--- src/rtl/mux_sched_pkg.sv ---
// ---------------------------------------------------------------------------
// mux_sched_pkg
// Shared definitions for the round-robin 4:1 mux scheduler.
//   N_REQ          number of requesters (4)
//   SEL_W          width of the mux select (2)
//   sched_state_e  scheduler FSM states IDLE/OWN/GAP
//   onehot4()      select index -> one-hot grant vector
// ---------------------------------------------------------------------------
package mux_sched_pkg;

    localparam int N_REQ = 4;
    localparam int SEL_W = 2;

    typedef enum logic [1:0] {
        IDLE = 2'd0,
        OWN  = 2'd1,
        GAP  = 2'd2
    } sched_state_e;

    function automatic logic [N_REQ-1:0] onehot4(input logic [SEL_W-1:0] sel);
        logic [N_REQ-1:0] v;
        v      = '0;
        v[sel] = 1'b1;
        return v;
    endfunction

endpackage

--- src/rtl/mux_rr_sched_if.sv ---
// ---------------------------------------------------------------------------
// mux_rr_sched_if
// Request/grant bundle between four requesters and the mux scheduler.
//   req     requester -> scheduler, level request per requester
//   last    requester -> scheduler, end-of-burst strobe per requester
//   grant   scheduler -> requesters, one-hot grant
//   sel     scheduler -> mux s input
//   en      scheduler -> mux e input
//   busy    scheduler status (OWN or GAP)
//   timeout scheduler forced-release pulse (only with MUX_SCHED_TIMEOUT_EN)
// Modports: master = scheduler side, slave = requester side.
// Build option: `define MUX_SCHED_TIMEOUT_EN adds the timeout signal.
// ---------------------------------------------------------------------------
interface mux_rr_sched_if;
    import mux_sched_pkg::*;

    logic [N_REQ-1:0] req;
    logic [N_REQ-1:0] last;
    logic [N_REQ-1:0] grant;
    logic [SEL_W-1:0] sel;
    logic             en;
    logic             busy;
`ifdef MUX_SCHED_TIMEOUT_EN
    logic             timeout;

    modport master (input req, last, output grant, sel, en, busy, timeout);
    modport slave  (output req, last, input grant, sel, en, busy, timeout);
`else
    modport master (input req, last, output grant, sel, en, busy);
    modport slave  (output req, last, input grant, sel, en, busy);
`endif

endinterface

--- src/rtl/rr_pick4.sv ---
// ---------------------------------------------------------------------------
// rr_pick4
// Combinational round-robin picker: returns the first set request bit
// scanning ptr, ptr+1, ... (mod 4).
//   req   in  4  request vector
//   ptr   in  2  highest-priority index
//   valid out 1  at least one request set
//   idx   out 2  chosen index (ptr when no request)
// ---------------------------------------------------------------------------
module rr_pick4
    import mux_sched_pkg::*;
(
    input  logic [N_REQ-1:0] req,
    input  logic [SEL_W-1:0] ptr,
    output logic             valid,
    output logic [SEL_W-1:0] idx
);

    always_comb begin
        logic [SEL_W-1:0] cand;
        valid = 1'b0;
        idx   = ptr;
        cand  = ptr;
        for (int unsigned i = 0; i < N_REQ; i++) begin
            // SEL_W-bit addition wraps 3 -> 0 naturally
            cand = ptr + SEL_W'(i);
            if (!valid && req[cand]) begin
                valid = 1'b1;
                idx   = cand;
            end
        end
    end

endmodule

--- src/rtl/mux_rr_sched.sv ---
// ---------------------------------------------------------------------------
// mux_rr_sched
// Round-robin scheduler sharing one 4:1 mux among four requesters. Grants
// one requester for a burst (until last[sel] or its req drops), then holds
// en low for TURNAROUND extra cycles before re-arbitrating. The requester
// just served gets lowest priority on the next pick.
// Ports:
//   clk    in  rising-edge clock
//   rst_n  in  asynchronous active-low reset
//   bus    mux_rr_sched_if.master (req, last in; grant, sel, en, busy,
//          timeout out)
// Parameters:
//   TURNAROUND  0..3    extra en=0 cycles after a release
//   BURST_MAX   2..256  max grant length with MUX_SCHED_TIMEOUT_EN
// Build option: `define MUX_SCHED_TIMEOUT_EN enables the burst limit and
// the timeout pulse; without it a grant is held until released.
// ---------------------------------------------------------------------------
module mux_rr_sched
    import mux_sched_pkg::*;
#(
    parameter int TURNAROUND = 1,
    parameter int BURST_MAX  = 16
) (
    input  logic           clk,
    input  logic           rst_n,
    mux_rr_sched_if.master bus
);

    if (TURNAROUND < 0 || TURNAROUND > 3 || BURST_MAX < 2 || BURST_MAX > 256) begin : g_param_check
        $error("mux_rr_sched: TURNAROUND or BURST_MAX out of range");
    end

    localparam logic [1:0] GAP_LAST = (TURNAROUND > 0) ? 2'(TURNAROUND - 1) : 2'd0;

    sched_state_e     r_state, w_state_nxt;
    logic [N_REQ-1:0] r_grant, w_grant_nxt;
    logic [SEL_W-1:0] r_sel,   w_sel_nxt;
    logic             r_en,    w_en_nxt;
    logic [SEL_W-1:0] r_ptr,   w_ptr_nxt;
    logic [1:0]       r_gcnt,  w_gcnt_nxt;
    logic             w_release;
    logic             w_pick_valid;
    logic [SEL_W-1:0] w_pick_idx;

`ifdef MUX_SCHED_TIMEOUT_EN
    localparam int               CNT_W    = $clog2(BURST_MAX);
    localparam logic [CNT_W-1:0] CNT_LAST = CNT_W'(BURST_MAX - 1);

    logic [CNT_W-1:0] r_cnt, w_cnt_nxt;
    logic             r_timeout, w_timeout_nxt;
    logic             w_force;
`endif

    rr_pick4 u_pick (
        .req   (bus.req),
        .ptr   (r_ptr),
        .valid (w_pick_valid),
        .idx   (w_pick_idx)
    );

    always_ff @(posedge clk or negedge rst_n) begin
        if (!rst_n) begin
            r_state   <= IDLE;
            r_grant   <= '0;
            r_sel     <= '0;
            r_en      <= 1'b0;
            r_ptr     <= '0;
            r_gcnt    <= '0;
`ifdef MUX_SCHED_TIMEOUT_EN
            r_cnt     <= '0;
            r_timeout <= 1'b0;
`endif
        end else begin
            r_state   <= w_state_nxt;
            r_grant   <= w_grant_nxt;
            r_sel     <= w_sel_nxt;
            r_en      <= w_en_nxt;
            r_ptr     <= w_ptr_nxt;
            r_gcnt    <= w_gcnt_nxt;
`ifdef MUX_SCHED_TIMEOUT_EN
            r_cnt     <= w_cnt_nxt;
            r_timeout <= w_timeout_nxt;
`endif
        end
    end

    always_comb begin
        w_state_nxt   = r_state;
        w_grant_nxt   = r_grant;
        w_sel_nxt     = r_sel;
        w_en_nxt      = r_en;
        w_ptr_nxt     = r_ptr;
        w_gcnt_nxt    = r_gcnt;
        w_release     = 1'b0;
`ifdef MUX_SCHED_TIMEOUT_EN
        w_cnt_nxt     = r_cnt;
        w_timeout_nxt = 1'b0;
        w_force       = 1'b0;
`endif

        case (r_state)
            IDLE: begin
                if (w_pick_valid) begin
                    w_grant_nxt = onehot4(w_pick_idx);
                    w_sel_nxt   = w_pick_idx;
                    w_en_nxt    = 1'b1;
`ifdef MUX_SCHED_TIMEOUT_EN
                    w_cnt_nxt   = '0;
`endif
                    w_state_nxt = OWN;
                end
            end

            OWN: begin
                // last and a req drop at the same time are a single release
                w_release = bus.last[r_sel] | ~bus.req[r_sel];
`ifdef MUX_SCHED_TIMEOUT_EN
                // a natural release on the limit cycle takes precedence
                w_force   = ~w_release && (r_cnt == CNT_LAST);
                if (w_release || w_force) begin
                    w_timeout_nxt = w_force;
`else
                if (w_release) begin
`endif
                    w_grant_nxt = '0;
                    w_en_nxt    = 1'b0;
                    w_ptr_nxt   = r_sel + SEL_W'(1);
                    w_gcnt_nxt  = '0;
                    w_state_nxt = (TURNAROUND == 0) ? IDLE : GAP;
                end
`ifdef MUX_SCHED_TIMEOUT_EN
                else if (r_cnt != '1) begin
                    w_cnt_nxt = r_cnt + CNT_W'(1);
                end
`endif
            end

            GAP: begin
                if (r_gcnt == GAP_LAST) begin
                    w_state_nxt = IDLE;
                end else begin
                    w_gcnt_nxt = r_gcnt + 2'd1;
                end
            end

            default: begin
                w_state_nxt = IDLE;
            end
        endcase
    end

    assign bus.grant   = r_grant;
    assign bus.sel     = r_sel;
    assign bus.en      = r_en;
    assign bus.busy    = (r_state != IDLE);
`ifdef MUX_SCHED_TIMEOUT_EN
    assign bus.timeout = r_timeout;
`endif

endmodule
--- src/flat_wrapper.sv ---
// flat-port wrapper written by rule: the top's interface ports become plain ports
module mux_rr_sched_flat import mux_sched_pkg::*;
#(
    parameter int TURNAROUND = 1,
    parameter int BURST_MAX  = 16
)
  (clk, rst_n, bus_req, bus_last, bus_grant, bus_sel, bus_en, bus_busy);
  mux_rr_sched_if bus_i ();
  input  logic clk;
  input  logic rst_n;
  input wire logic [$bits(bus_i.req)-1:0] bus_req;
  input wire logic [$bits(bus_i.last)-1:0] bus_last;
  output wire logic [$bits(bus_i.grant)-1:0] bus_grant;
  output wire logic [$bits(bus_i.sel)-1:0] bus_sel;
  output wire logic [$bits(bus_i.en)-1:0] bus_en;
  output wire logic [$bits(bus_i.busy)-1:0] bus_busy;
  assign bus_i.req = bus_req;
  assign bus_i.last = bus_last;
  assign bus_grant = bus_i.grant;
  assign bus_sel = bus_i.sel;
  assign bus_en = bus_i.en;
  assign bus_busy = bus_i.busy;
  mux_rr_sched #(.TURNAROUND(TURNAROUND), .BURST_MAX(BURST_MAX)) u_core (.clk(clk), .rst_n(rst_n), .bus(bus_i));
endmodule
--- config.mk ---
export PLATFORM = sky130hd
export DESIGN_NAME = mux_rr_sched_flat
export DESIGN_NICKNAME = d
export VERILOG_FILES = /design/src/rtl/mux_sched_pkg.sv /design/src/rtl/mux_rr_sched_if.sv /design/src/rtl/rr_pick4.sv /design/src/rtl/mux_rr_sched.sv /design/src/flat_wrapper.sv
export SDC_FILE = /design/constraint.sdc
export NUM_CORES = 1
export LEC_CHECK = 0
export CORE_ASPECT_RATIO = 0.6
export CORE_MARGIN = 2
export CORE_UTILIZATION = 31
export DETAILED_ROUTE_END_ITERATION = 10
export GPL_ROUTABILITY_DRIVEN = 0
export SLEW_MARGIN = 20
export SYNTH_ARGS = -nofsm -noshare
export SYNTH_HDL_FRONTEND = slang
export SYNTH_HIERARCHICAL = 1
export SYNTH_SLANG_ARGS = --single-unit
--- constraint.sdc ---
create_clock -name clk -period 1.9 [get_ports clk]
set_input_delay 0.38 -clock clk [delete_from_list [all_inputs] [get_ports clk]]
set_output_delay 0.38 -clock clk [all_outputs]
set_load 0.05 [all_outputs]
==> results_dict.tcl <==
set metrics [dict create \
    status "finished, final reports clean" \
    synth-seq-area-share_pct 44.83 \
    drt_wl_total_um 1691 \
    path_clk_slew_ns 0.06 \
    drive_gt1_share_pct 34.00 \
    hold_path_class "reg2reg" \
    synth_flop_cell "dfrtp_1" \
    clock-sinks 13 \
    num-nets-final 112 \
    p_comb_share_pct 53.6 \
    ir_worst_vdd_v 0.0007802 \
    synth-seq-cells 13 \
    worst_pin_slew_ns 0.6018 \
    synth_cell_types 30 \
    p_per_area_nw_per_um2 1605 \
    clkPwrFrac_pct 15.1 \
    setup_viol 0 \
    drt-pass1-iter-count 4 \
    pre_cts_ws_ns -0.2687 \
    rsz0062_at_grt "no" \
    wl_per_cell_um 13.01 \
    tritoncts "built" \
    hold_viol 0 \
    drv_slew 0 \
    vias 636 \
    hold_buffers 0 \
    synth_edf_count 0 \
    leakagePower_nw 0.4911 \
    worstSkewPairLatency_ns 0.25 \
    crit_type "in2reg" \
    io_buffers 17 \
    core_um2 2196 \
    syn_inst 72 \
    syn_nets 83 \
    synth.cell_area_um2 725.7 \
    ant_nets 0 \
    antenna_found_initial 0 \
    htreeDepth 1 \
    drc 0 \
    synth_top_area_share_pct 44.83 \
    area_growth_pct 42.24 \
    grt_pass1_wl_um 2677 \
    start_util_pct 33.05 \
    cts_inserted_buffers 3 \
    synth_common_cells "13 x dfrtp_1, 11 x nand2_1, 7 x inv_1, 6 x nor2_1" \
    seq_power_share_pct 31.3 \
    synth_area_leaders "dfrtp_1 45%, nand2_1 5.7%, inv_1 3.6%, a31o_2 3.6%, nor2_1 3.1%" \
    arrival_ns 1.95 \
    clk_path_buf_depth 2 \
    hpwl_um 1185 \
    gr-total-overflow 0 \
    rrSetupSlack_ns 0.15 \
    swShare_pct 45.71 \
    max_freq_mhz 549.3 \
    power_mw 1.657 \
    rows 13 \
    first_iter_violations 25 \
    fin_ws_ns 0.07962 \
    startpoint_type "input port" \
    grt_max_degree 14 \
    yosysWarnings 6 \
    gr-usage-all-layers_pct 13.54 \
    period_share_pct 95.81 \
    fp.dieW_um 66.46 \
    synth.most_common_cell "dfrtp_1" \
    ys_async_sr_fraction_pct 100.0 \
    grt_pass1_vias 529 \
    cp-end-kind "flop" \
    fin_worst_skew_ns 0.002768 \
    slew_headroom_pct 59.75 \
    r2r_cells 5 \
    maxCapViolations 0 \
    pin_count 18 \
    dieHeight_um 41.48 \
    clock_tree.root_cell "clkbuf_8" \
    cp_data_required_time_ns 2.03 \
    avgSynthCellArea_um2 10.08 \
    num_antenna_cells 0 \
    p_int_mw 0.8994 \
    fp.dieArea_um2 2756 \
    synth_top_cell_by_area "dfrtp_1" \
    holdPathStages 1 \
    vias_per_cell 4.892 \
    power.switching_mw 0.7574 \
    fin_crit_ns 1.820 \
    crit_fanout 5 \
]
-- kinds of logic (layout without fill, tap and decap cells) --
family	after synthesis	count (layout)	share of synthesized area, %
mux	2	2	3.448
compound gates	13	13	14.14
fa+ha+maj	1	1	1.724
simple gates	35	36	31.04
flops	13	13	44.83
xor+xnor	1	1	1.207
buf+inv	7	34	3.621
-- final cells by class --
class                           instances  area [µm²]
Clock buffer                            3       41.29
Clock inverter                          1       5.005
Fill cell                             220        1164
Inverter                                7       26.28
Multi-Input combinational cell         53       400.4
Sequential cell                        13       327.8
Tap cell                               30       37.54
Timing Repair Buffer                   23       193.9
-- through the flow --
| step | util (%) | setup TNS (ns) | area [µm²] | hold WS (ns) | cells |
|---|---|---|---|---|---|
| floorplan | - | 0 | 728.2 | 0.08441 | 72 |
| global placement | 43.76 | -1.294 | 960.9 | 0.4834 | 125 |
| detailed placement | 43.76 | -1.914 | 960.9 | 0.4879 | 125 |
| CTS | 46.21 | 0 | 1015 | 0.5010 | 129 |
| global route | 47.01 | 0 | 1032 | 0.5309 | 130 |
| finish | 47.01 | 0 | 1032 | 0.4926 | 130 |
-- repair_timing --
action / CTS / global route
setup endpoints to repair: 2 / 1
resized for setup: 2 / 1
buffers inserted: 0 / 0
cloned: 0 / 1
-- path summary, 6_finish.rpt --
kind	from	endpoint
max reg2reg	u_core/bus.sel[0]	u_core/r_ptr[1]
max in group asynchronous	rst_n	u_core/bus.sel[0]
min	u_core/bus.en	u_core/bus.en
min in group asynchronous	rst_n	u_core/r_gcnt[1]
min reg2reg	u_core/bus.en	u_core/bus.en
max	bus_last[3]	u_core/r_ptr[1]
-- power by group through the flow --
stage	Sequential, mW	Combinational, mW	Clock [mW]
finish	0.519	0.888	0.250
global route	0.539	0.951	0.277
CTS	0.506	0.869	0.256
detailed placement	0.509	0.856	0
global placement	0.508	0.856	0
floorplan	0.671	0.411	0
-- layer usage --
layer  GRT usage [%]  part of all wire [%]
met5               0                     0
met4           4.898                   1.2
met3           7.588                   9.2
met2           14.80                    35
met1           20.92                    55
-- registers in the layout (all words and copies together), names as in the netlist --
name	count
u_core/bus.grant	4
u_core/bus.sel	2
u_core/r_gcnt	2
u_core/r_ptr	2
u_core/r_state	2
u_core/bus.en	1
-- layout by cell type (no fill, tap or decap), types with 2 or more instances in the layout --
cell | netlist | final
a21oi_1 | 3 | 3
a31o_2 | 3 | 3
a32o_1 | 2 | 2
buf_4 | 0 | 14
clkbuf_8 | 0 | 3
clkdlybuf4s50_1 | 0 | 8
dfrtp_1 | 13 | 11
dfrtp_2 | 0 | 2
inv_1 | 7 | 7
nand2_1 | 11 | 11
nand2b_1 | 3 | 3
nor2_1 | 6 | 6
nor3b_1 | 2 | 2
o21ai_0 | 2 | 2
-- worst max-delay path, cell delays in order --
cell and delay [ns]:
clkdlybuf4s50_1 0.46, and4b_2 0.24, nor4_4 0.28, buf_4 0.18, nand3b_4 0.11, mux2_4 0.31
Power figures use the tool's default switching activity.
